===== src/rtl/floo_pkg.sv =====
// Collective-communication type encoding shared by the NoC links.
// Contents: collect_op_e, the 2-bit collect type carried with each flit.
package floo_pkg;

   typedef enum logic [1:0] {
      Unicast           = 2'd0,
      Multicast         = 2'd1,
      ParallelReduction = 2'd2,
      OffloadReduction  = 2'd3
   } collect_op_e;

endpackage


===== src/rtl/picobello_pkg.sv =====
// Shared definitions for the collective performance monitor.
// Contents: counter kind encoding, counter-index helper, per-port event
// classifier and the monitor FSM state enum.
package picobello_pkg;

   localparam int unsigned KindMc    = 0;
   localparam int unsigned KindPr    = 1;
   localparam int unsigned KindOr    = 2;
   localparam int unsigned KindStall = 3;
   localparam int unsigned NumKinds  = 4;

   typedef enum logic [1:0] {
      Idle = 2'd0,
      Run  = 2'd1,
      Done = 2'd2
   } perf_state_e;

   function automatic int unsigned cnt_idx(input int unsigned chan, input int unsigned kind);
      return chan * NumKinds + kind;
   endfunction

   // Unicast traffic is never counted; a collective flit counts as a stall
   // while ready is low and as an event of its own kind on a handshake.
   function automatic logic event_hit(input logic        valid,
                                      input logic        ready,
                                      input logic [1:0]  commtype,
                                      input int unsigned kind);
      logic collect;
      logic hit;
      collect = valid && (commtype != floo_pkg::Unicast);
      hit     = 1'b0;
      if (kind == KindStall) begin
         hit = collect && !ready;
      end else if (kind == KindMc) begin
         hit = collect && ready && (commtype == floo_pkg::Multicast);
      end else if (kind == KindPr) begin
         hit = collect && ready && (commtype == floo_pkg::ParallelReduction);
      end else if (kind == KindOr) begin
         hit = collect && ready && (commtype == floo_pkg::OffloadReduction);
      end
      return hit;
   endfunction

endpackage


===== src/rtl/picobello_sat_counter.sv =====
// Saturating event accumulator with synchronous clear.
// Ports:
//   clk_i, rst_i  clock, async active-high reset
//   clr_i         clear count and overflow (wins over inc_i)
//   inc_i         per-cycle increment
//   cnt_nxt_o     value the counter takes at the next edge
//   ovf_nxt_o     sticky overflow the counter takes at the next edge
// The next-state values are exported so the owner can snapshot a count
// that already includes the current cycle's increment.
module picobello_sat_counter #(
   parameter int unsigned CntWidth = 32,
   parameter int unsigned IncWidth = 3
) (
   input  logic                clk_i,
   input  logic                rst_i,
   input  logic                clr_i,
   input  logic [IncWidth-1:0] inc_i,
   output logic [CntWidth-1:0] cnt_nxt_o,
   output logic                ovf_nxt_o
);

   localparam int unsigned SumWidth = ((CntWidth > IncWidth) ? CntWidth : IncWidth) + 1;

   logic [CntWidth-1:0] cnt_q;
   logic                ovf_q;
   logic [SumWidth-1:0] sum;

   always_comb begin
      sum       = SumWidth'(cnt_q) + SumWidth'(inc_i);
      cnt_nxt_o = cnt_q;
      ovf_nxt_o = ovf_q;
      if (clr_i) begin
         cnt_nxt_o = '0;
         ovf_nxt_o = 1'b0;
      end else if (sum[SumWidth-1:CntWidth] != '0) begin
         cnt_nxt_o = '1;
         ovf_nxt_o = 1'b1;
      end else begin
         cnt_nxt_o = sum[CntWidth-1:0];
      end
   end

   always_ff @(posedge clk_i or posedge rst_i) begin
      if (rst_i) begin
         cnt_q <= '0;
         ovf_q <= 1'b0;
      end else begin
         cnt_q <= cnt_nxt_o;
         ovf_q <= ovf_nxt_o;
      end
   end

endmodule


===== src/rtl/picobello_coll_perf_monitor.sv =====
// Windowed performance monitor for collective traffic on the router links.
// Counts multicast, parallel-reduction and offload-reduction handshakes and
// collective stalls per channel during a measurement window, then freezes
// them in a snapshot bank that software reads one counter at a time.
// Ports:
//   clk_i, rst_i             clock, async active-high reset
//   valid_i/ready_i          per channel/port link handshake
//   commtype_i               per channel/port collect type
//   start_i/stop_i           window start pulse / early window end
//   window_len_i             window length in cycles, 0 runs until stop_i
//   busy_o/done_o            window running / snapshot available
//   rd_req_i/rd_idx_i        snapshot read, index = channel*4 + kind
//   rd_valid_o/rd_data_o     read response, one cycle after the request
//   ovf_o                    saturation seen in the last snapshot
//
// state | meaning
// Idle  | after reset, no window measured yet
// Run   | window open, events accumulate
// Done  | snapshot taken, waiting for the next start
module picobello_coll_perf_monitor
   import picobello_pkg::*;
#(
   parameter int unsigned NumChannels = 3,
   parameter int unsigned NumPorts    = 5,
   parameter int unsigned CntWidth    = 32,
   parameter int unsigned WinWidth    = 24
) (
   input  logic                                      clk_i,
   input  logic                                      rst_i,
   input  logic [NumChannels-1:0][NumPorts-1:0]      valid_i,
   input  logic [NumChannels-1:0][NumPorts-1:0]      ready_i,
   input  logic [NumChannels-1:0][NumPorts-1:0][1:0] commtype_i,
   input  logic                                      start_i,
   input  logic                                      stop_i,
   input  logic [WinWidth-1:0]                       window_len_i,
   output logic                                      busy_o,
   output logic                                      done_o,
   input  logic                                      rd_req_i,
   input  logic [$clog2(NumChannels*NumKinds)-1:0]   rd_idx_i,
   output logic                                      rd_valid_o,
   output logic [CntWidth-1:0]                       rd_data_o,
   output logic                                      ovf_o
);

   localparam int unsigned NumCnt   = NumChannels * NumKinds;
   localparam int unsigned IncWidth = $clog2(NumPorts + 1);

   perf_state_e         state_q, state_d;
   logic [WinWidth-1:0] win_q, win_d;
   logic                clr, cnt_en, snap_en;

   logic [CntWidth-1:0] cnt_nxt [NumCnt];
   logic [NumCnt-1:0]   ovf_nxt;
   logic [CntWidth-1:0] snap_q  [NumCnt];
   logic                snap_ovf_q;

   logic                rd_valid_q;
   logic [CntWidth-1:0] rd_data_q, rd_sel;

   // win_q is a down-counter of remaining Run cycles; 0 means open-ended.
   always_comb begin
      state_d = state_q;
      win_d   = win_q;
      clr     = 1'b0;
      cnt_en  = 1'b0;
      snap_en = 1'b0;
      case (state_q)
         Idle, Done: begin
            if (start_i) begin
               clr     = 1'b1;
               win_d   = window_len_i;
               state_d = Run;
            end
         end
         Run: begin
            cnt_en = 1'b1;
            if (win_q != '0) begin
               win_d = win_q - WinWidth'(1);
            end
            if (stop_i || (win_q == WinWidth'(1))) begin
               snap_en = 1'b1;
               state_d = Done;
            end
         end
         default: state_d = Idle;
      endcase
   end

   always_ff @(posedge clk_i or posedge rst_i) begin
      if (rst_i) begin
         state_q <= Idle;
         win_q   <= '0;
      end else begin
         state_q <= state_d;
         win_q   <= win_d;
      end
   end

   for (genvar c = 0; c < NumChannels; c++) begin : g_chan
      for (genvar k = 0; k < NumKinds; k++) begin : g_kind
         localparam int unsigned Idx = cnt_idx(c, k);
         logic [IncWidth-1:0] inc;

         always_comb begin
            inc = '0;
            for (int p = 0; p < NumPorts; p++) begin
               if (event_hit(valid_i[c][p], ready_i[c][p], commtype_i[c][p], k)) begin
                  inc = inc + IncWidth'(1);
               end
            end
         end

         picobello_sat_counter #(
            .CntWidth (CntWidth),
            .IncWidth (IncWidth)
         ) i_cnt (
            .clk_i     (clk_i),
            .rst_i     (rst_i),
            .clr_i     (clr),
            .inc_i     (cnt_en ? inc : '0),
            .cnt_nxt_o (cnt_nxt[Idx]),
            .ovf_nxt_o (ovf_nxt[Idx])
         );
      end
   end

   // Snapshot takes the next-state counts so the final Run cycle is included.
   always_ff @(posedge clk_i or posedge rst_i) begin
      if (rst_i) begin
         for (int i = 0; i < NumCnt; i++) begin
            snap_q[i] <= '0;
         end
         snap_ovf_q <= 1'b0;
      end else if (snap_en) begin
         for (int i = 0; i < NumCnt; i++) begin
            snap_q[i] <= cnt_nxt[i];
         end
         snap_ovf_q <= |ovf_nxt;
      end
   end

   always_comb begin
      rd_sel = '0;
      if (32'(rd_idx_i) < NumCnt) begin
         rd_sel = snap_q[rd_idx_i];
      end
   end

   always_ff @(posedge clk_i or posedge rst_i) begin
      if (rst_i) begin
         rd_valid_q <= 1'b0;
         rd_data_q  <= '0;
      end else begin
         rd_valid_q <= rd_req_i;
         if (rd_req_i) begin
            rd_data_q <= rd_sel;
         end
      end
   end

   assign busy_o     = (state_q == Run);
   assign done_o     = (state_q == Done);
   assign rd_valid_o = rd_valid_q;
   assign rd_data_o  = rd_data_q;
   assign ovf_o      = snap_ovf_q;

endmodule

===== config.mk =====
export PLATFORM = sky130hd
export DESIGN_NAME = picobello_coll_perf_monitor
export DESIGN_NICKNAME = d
export VERILOG_FILES = /design/src/rtl/floo_pkg.sv /design/src/rtl/picobello_pkg.sv /design/src/rtl/picobello_sat_counter.sv /design/src/rtl/picobello_coll_perf_monitor.sv
export SDC_FILE = /design/constraint.sdc
export NUM_CORES = 2
export LEC_CHECK = 0
export CAP_MARGIN = 20
export CORE_AREA = 2 2 384 462
export DETAILED_ROUTE_END_ITERATION = 8
export DIE_AREA = 0 0 386 464
export DONT_BUFFER_PORTS = 1
export SLEW_MARGIN = 20
export SYNTH_ARGS = -nofsm -noshare
export SYNTH_HDL_FRONTEND = slang
export SYNTH_SLANG_ARGS = --single-unit

===== constraint.sdc =====
create_clock -name clk_i -period 74 [get_ports clk_i]
set_input_delay 14.8 -clock clk_i [delete_from_list [all_inputs] [get_ports clk_i]]
set_output_delay 14.8 -clock clk_i [all_outputs]
set_load 0.01 [all_outputs]

After elaboration in Yosys (flattened, before gate mapping)
Index checks and enable logic that the tools add are counted.
- flip-flop bits (word level): 840
- bits in latches: 0
- memory bits (writable): 0
- memory bits (read-only): 0
- word-level logic and storage cells: 419
- memories: 0
- add/subtract/negate cells: 61
- multiply operators: 0
- div/mod/pow operators: 0
- order comparisons: 2
- eq/ne operators: 51
- shift operators: 0
- mux-type cells: 135
- bitwise operators: 1
- reduce and logical (&&, ||, !) cells: 128
- operators with widths (cell ; count):
    32-bit two-way mux ; 27
    32-bit by 3-bit adder with 33-bit output ; 12
    3-bit two-way mux ; 60
    3-bit by 1-bit adder with 3-bit output (second input constant) ; 48
    32-bit binary-select mux with 4-bit select ; 1
    1-bit logical AND ; 90
    2-bit equality test (second input constant) ; 31
    24-bit two-way mux ; 2
    24-bit one-hot mux with 2 select lines ; 1
    1-bit two-way mux ; 41
    2-bit by 1-bit equality test with 1-bit output (second input constant) ; 16
    2-bit nonzero test ; 16
    24-bit by 1-bit equality test with 1-bit output (second input constant) ; 1
    24-bit nonzero test ; 1
    24-bit by 1-bit subtractor with 24-bit output (second input constant) ; 1
    1-bit zero test ; 15
    12-bit OR reduction ; 1
    5-bit greater-or-equal comparator (second input constant) ; 1
    4-bit inverter with 5-bit output ; 1
    4-bit less-than comparator (second input constant) ; 1
    2-bit two-way mux ; 2
    2-bit by 1-bit != test with 1-bit output (second input constant) ; 2
    2-bit one-hot mux with 2 select lines ; 1
    3-bit AND reduction ; 1
    5 further kinds ; 5

Logic depth before layout (Yosys ltp)
- depth after elaboration: 18
- gate-level depth with buffers: 23

By module
From an unflattened synthesis, not the netlist that was laid out.
- cell total of the unflattened synthesis: 3976
- area, all modules: 44971.9 um^2
- modules (own cells, without submodules) (module ; times used ; cells an instance ; area each (um^2)):
    picobello_coll_perf_monitor ; 1 ; 1753 ; 23093.4
    picobello_sat_counter (g_chan[0].g_kind[1].i_cnt ...) ; 6 ; 184 ; 1808.0
    picobello_sat_counter (g_chan[1].g_kind[3].i_cnt ...) ; 4 ; 186 ; 1843.0
    picobello_sat_counter (g_chan[0].g_kind[0].i_cnt) ; 1 ; 186 ; 1851.8
    picobello_sat_counter (g_chan[2].g_kind[3].i_cnt) ; 1 ; 189 ; 1806.7

Worst setup path before layout
No wires, ideal clock.
- path type: input to register
- from: input commtype_i[2] (netlist name)
- to: register snap_q[378] (netlist name)
- arrival time: 18.602 ns
- path slack: 55.333 ns
- stages on the path: 19
- cell sequence: inv_1 -> or3_1 -> inv_1 -> ha_1 -> xor2_1 -> xnor2_1 -> mux2_2 -> ha_1 -> nor2_1 -> a21oi_1 -> nand2_1 -> fa_1 -> nand2b_1 -> a211o_1 -> nor3_1 -> a31oi_1 -> a311oi_1 -> nand2_1 -> nand2_1
- RTL lines (item ; RTL line ; RTL):
    from (decl) ; picobello_coll_perf_monitor.sv:32 ; input logic [NumChannels-1:0][NumPorts-1:0][1:0] commtype_i,
    to (signal, indexed assignment) ; picobello_coll_perf_monitor.sv:136 ; snap_q[i] <= cnt_nxt[i];
    to (decl) ; picobello_coll_perf_monitor.sv:54 ; logic [CntWidth-1:0] snap_q [NumCnt];

Worst setup path in the final report
- from: input ready_i[5] (netlist name)
- to: register snap_q[185] (netlist name)
- longest elaborated chain between the ends: 15
- RTL lines (item ; RTL line ; RTL):
    from (decl) ; picobello_coll_perf_monitor.sv:31 ; input logic [NumChannels-1:0][NumPorts-1:0] ready_i,
    1-bit logical AND (*) (2 in a row) ; picobello_pkg.sv:39 ; hit = collect && ready && (commtype == floo_pkg::OffloadReduction);
    1-bit two-way mux (*) ; picobello_coll_perf_monitor.sv:107 ; if (event_hit(valid_i[c][p], ready_i[c][p], commtype_i[c][p], k)) begin
    3-bit by 1-bit adder with 3-bit output ; picobello_coll_perf_monitor.sv:108 ; inc = inc + IncWidth'(1);
    3-bit two-way mux (*) ; picobello_coll_perf_monitor.sv:107 ;
    3-bit by 1-bit adder with 3-bit output ; picobello_coll_perf_monitor.sv:108 ;
    3-bit two-way mux (*) ; picobello_coll_perf_monitor.sv:107 ;
    3-bit by 1-bit adder with 3-bit output ; picobello_coll_perf_monitor.sv:108 ;
    3-bit two-way mux (*) ; picobello_coll_perf_monitor.sv:107 ;
    3-bit by 1-bit adder with 3-bit output ; picobello_coll_perf_monitor.sv:108 ;
    3-bit two-way mux (*) ; picobello_coll_perf_monitor.sv:107 ;
    3-bit two-way mux (*) ; picobello_coll_perf_monitor.sv:120 ; .inc_i (cnt_en ? inc : '0),
    32-bit by 3-bit adder with 33-bit output (*) ; picobello_sat_counter.sv:29 ; sum = SumWidth'(cnt_q) + SumWidth'(inc_i);
    32-bit two-way mux (*) ; picobello_sat_counter.sv:35 ; end else if (sum[SumWidth-1:CntWidth] != '0) begin
    32-bit two-way mux (*) ; picobello_sat_counter.sv:32 ; if (clr_i) begin
Mark *: on every way between the ends. The rest lies on a longest branch, timed or not.
A chain may end at the register's enable or synchronous reset.

==> flow_summary.yaml <==
min_path:
  hp-start: "snap_q[157]$_DFFE_PP0P_"
  min_path_type: "flip-flop to flip-flop"
  hold_depth: 2
  min_to: "snap_q[157]$_DFFE_PP0P_"
die:
  die_y_um: 464
  io_pins: 129
  initial_core_util: 0.2486
  rows: 168
  core_um2: 174300
  fp.dieArea_um2: 179100
  die_w_um: 386
drt:
  drc: 0
  wire_per_inst_um: 18.42
  vias_per_cell: 4.814
  routed_wl_um: 121600
  dr.pass1.iters: 5
  drt-initial-drc-count: 2334
  ant_nets: 0
  vias: 31770
sta:
  post-route-period-util: 0.2632
  final-setup-viol-count: 0
  finalSetupTns_ns: 0
  relSlewSlack: 0.2738
  rsz0062_at_grt: "no"
  clock_skew_ns: 0.02261
  tightest_slew_ns: 1.079
  fmax_ghz: 0.05135
  finalHoldViolations: 0
  finalMaxSlewViolations: 0
  finalCriticalPeriod_ns: 19.47
synthesis:
  synth_edf_count: 0
  yosysSeqAreaShare: 0.4852
  synth_area_per_cell_um2: 10.07
  synth-async-reset-ratio: 1.000
  yosysUniqueCellTypes: 71
  ys_warn_count: 0
  ys_ff_latch: 840
  synth_area_leaders: "dfrtp_1 49%, mux2_2 5.2%, nand2_1 5.2%"
  yosysTopAreaCell: "dfrtp_1"
  synth.top_cell.area_share: 0.4852
  syn_inst: 4303
  yosys_most_used_dff: "dfrtp_1"
  syn_nets: 4510
  syn_area_um2: 43320
worst_setup_path:
  critPathCaptureType: "flip-flop"
  cp_max_fo: 19
  start_kind: "input pin"
  r2r_start: "win_q[4]$_DFFE_PP0P_"
  worst-r2r-cell-count: 9
  required_ns: 74.58
  worstSetupPathType: "input pin to flip-flop"
  r2r_end: "snap_q[225]$_DFFE_PP0P_"
  r2r_slack_ns: 69.24
  worst_ep_arrival_time_ns: 20.06
status:
  status: "completed"
power_and_ir_drop:
  power.switching_mw: 0.2940
  p_comb_frac: 0.107
  powerDensity_nw_per_um2: 22.34
  vdd_drop_max_v: 0.00001840
  leakagePower_nw: 21.81
  intPower_mw: 0.7999
  power_frac_seq: 0.457
  p_clk_frac: 0.436
  swShare: 0.2687
final_layout:
  regArea_um2: 21020
  mostFrequentLayoutCells: "840 x dfrtp_1, 595 x nand2_1, 437 x nor2_1"
  final_common_cell: "dfrtp_1"
  layout-drive-gt1-share: 0.1220
  num-nets-final: 4441
  multi_input_area_um2: 21050
  fillers: 17990
  syn_to_final_growth_pct: 13.04
  final_cell_count_no_fill: 6601
place:
  dp_cells: 6433
  post-dp-hpwl_um: 85120
  place_congestion: 0.8583
  port_buffers: 0
clock_tree:
  cts_tree: "done"
  clock-sinks: 840
  cts.hold.buffers_added: 0
  post-cts-setup-buffer-count: 0
  clk_pin_slew_ns: 0.06
  clk_latency_ns: 0.69
  cts.repair.resized: 0
  cts_htree_levels: 3
  cts_buffers: 94
  root_buffer: "clkbuf_16"
  cts.path.max_buffers: 3
grt:
  grt_first_pass_wirelength_um: 189700
  grt-ovfl-total: 0
  grt_pass1_vias: 32080
  track_usage: 0.1345
  antenna_found_initial: 4
  grt_start_max_net_pins: 172
job:
  maxCapViolations: 0
per-layer routing:
| metal | track usage | vias to the layer above | share of wire |
|---|---|---|---|
| met5 | 0 | - | 0 |
| met4 | 0.04033 | 0 | 0.026 |
| met3 | 0.03023 | 171 | 0.065 |
| met2 | 0.2174 | 764 | 0.47 |
| met1 | 0.1783 | 15970 | 0.44 |
| li1 | - | 14870 | - |
Yosys cell counts, types with 7 or more instances:
cell type,count
o211ai_1,15
or2_2,17
nand2_1,595
mux4_2,96
and2_1,28
nand4_1,83
buf_2,25
o21ai_1,16
a311oi_1,11
xor2_1,179
and4_1,39
fa_1,12
or3_1,10
a21o_1,24
nor3b_1,7
nand3_1,152
nor4_1,29
mux2i_1,67
nand2b_1,22
buf_1,31
nor2b_1,23
clkbuf_1,151
inv_1,134
a31oi_1,29
mux2_2,199
xnor2_1,145
a211oi_1,16
a21oi_1,297
dfrtp_1,840
o21ai_0,205
nor3_1,52
o31ai_1,33
ha_1,102
nor2_1,438
nand4b_1,16
and3_1,79
flip-flops by register name, indices dropped and copies added (netlist names):
signal,count
g_chan.g_kind.i_cnt.cnt_q,384
snap_q,384
rd_data_o,32
win_q,24
g_chan.g_kind.i_cnt.ovf_q,12
state_q,2
ovf_o,1
rd_valid_o,1
worst max-delay path: stages:
cell	delay (ns)
nand3_1	0.08
nor2_1	0.22
ha_1	0.30
xor2_1	0.32
inv_1	0.09
ha_1	0.29
o21ai_0	0.07
o21ai_0	0.71
nand2_1	0.17
fa_1	0.46
nor2b_1	0.18
o2111ai_2	0.28
nor4b_2	0.70
nand3_1	0.77
nand3_1	0.29
o21ai_0	0.13
o21ai_0	0.19
logic make-up (layout without fill, tap and decap cells):
logic type | Yosys count | in the layout | share of synthesized area
other | 0 | 1 | 0
AND/OR/NAND/NOR | 1615 | 1615 | 0.1726
adder cells (fa/ha/maj) | 114 | 114 | 0.03501
AO/OA/AOI/OAI | 706 | 706 | 0.09416
buffers and inverters | 342 | 344 | 0.03036
XOR/XNOR | 324 | 324 | 0.06551
multiplexers | 362 | 362 | 0.1171
flip-flops | 840 | 840 | 0.4852
layout make-up:
class                   count  area share
clock buffers             136     0.05557
clock inverters            31    0.008509
repair buffers             42    0.007691
inverters                 135     0.01050
multi-input cells        3121      0.4298
flip-flops and latches    840      0.4293
well taps                2295     0.05864
diodes                      1  0.00005110
power groups by stage:
stage	clock network [mW]	registers (mW)	logic, mW
2_1_floorplan	0	0.502	0.0913
3_3_place_gp	0	0.507	0.117
3_5_place_dp	0	0.508	0.119
4_1_cts	0.487	0.500	0.120
5_1_grt	0.506	0.504	0.132
6_report	0.476	0.500	0.117
worst max path at each step:
| stage | from | to | slack (ns) | cells after the start |
|---|---|---|---|---|
| final | ready_i[5] | snap_q[185]$_DFFE_PP0P_ | 54.53 | 17 |
| after global routing | ready_i[5] | snap_q[187]$_DFFE_PP0P_ | 54.13 | 17 |
| after CTS | ready_i[5] | snap_q[185]$_DFFE_PP0P_ | 54.61 | 17 |
| after detailed placement | ready_i[5] | snap_q[185]$_DFFE_PP0P_ | 53.88 | 17 |
| after global placement | ready_i[5] | snap_q[187]$_DFFE_PP0P_ | 53.90 | 17 |
| after floorplan | rst_i | g_chan[0].g_kind[0].i_cnt.cnt_q[0]$_DFF_PP0_ | 35.60 | 1 |
stage by stage:
step	setup WS [ns]	hold slack, ns	util	area, µm²	power (mW)
final	54.53	0.4668	0.2810	48970	1.094
after detailed placement	53.88	0.4579	0.2629	45800	0.6276
after global routing	54.13	0.4920	0.2810	48970	1.142
after CTS	54.61	0.4719	0.2809	48940	1.107
after global placement	53.90	0.4521	0.2628	45800	0.6238
after floorplan	35.60	0.4404	-	43320	0.5934
Power figures use the tool's default switching activity.
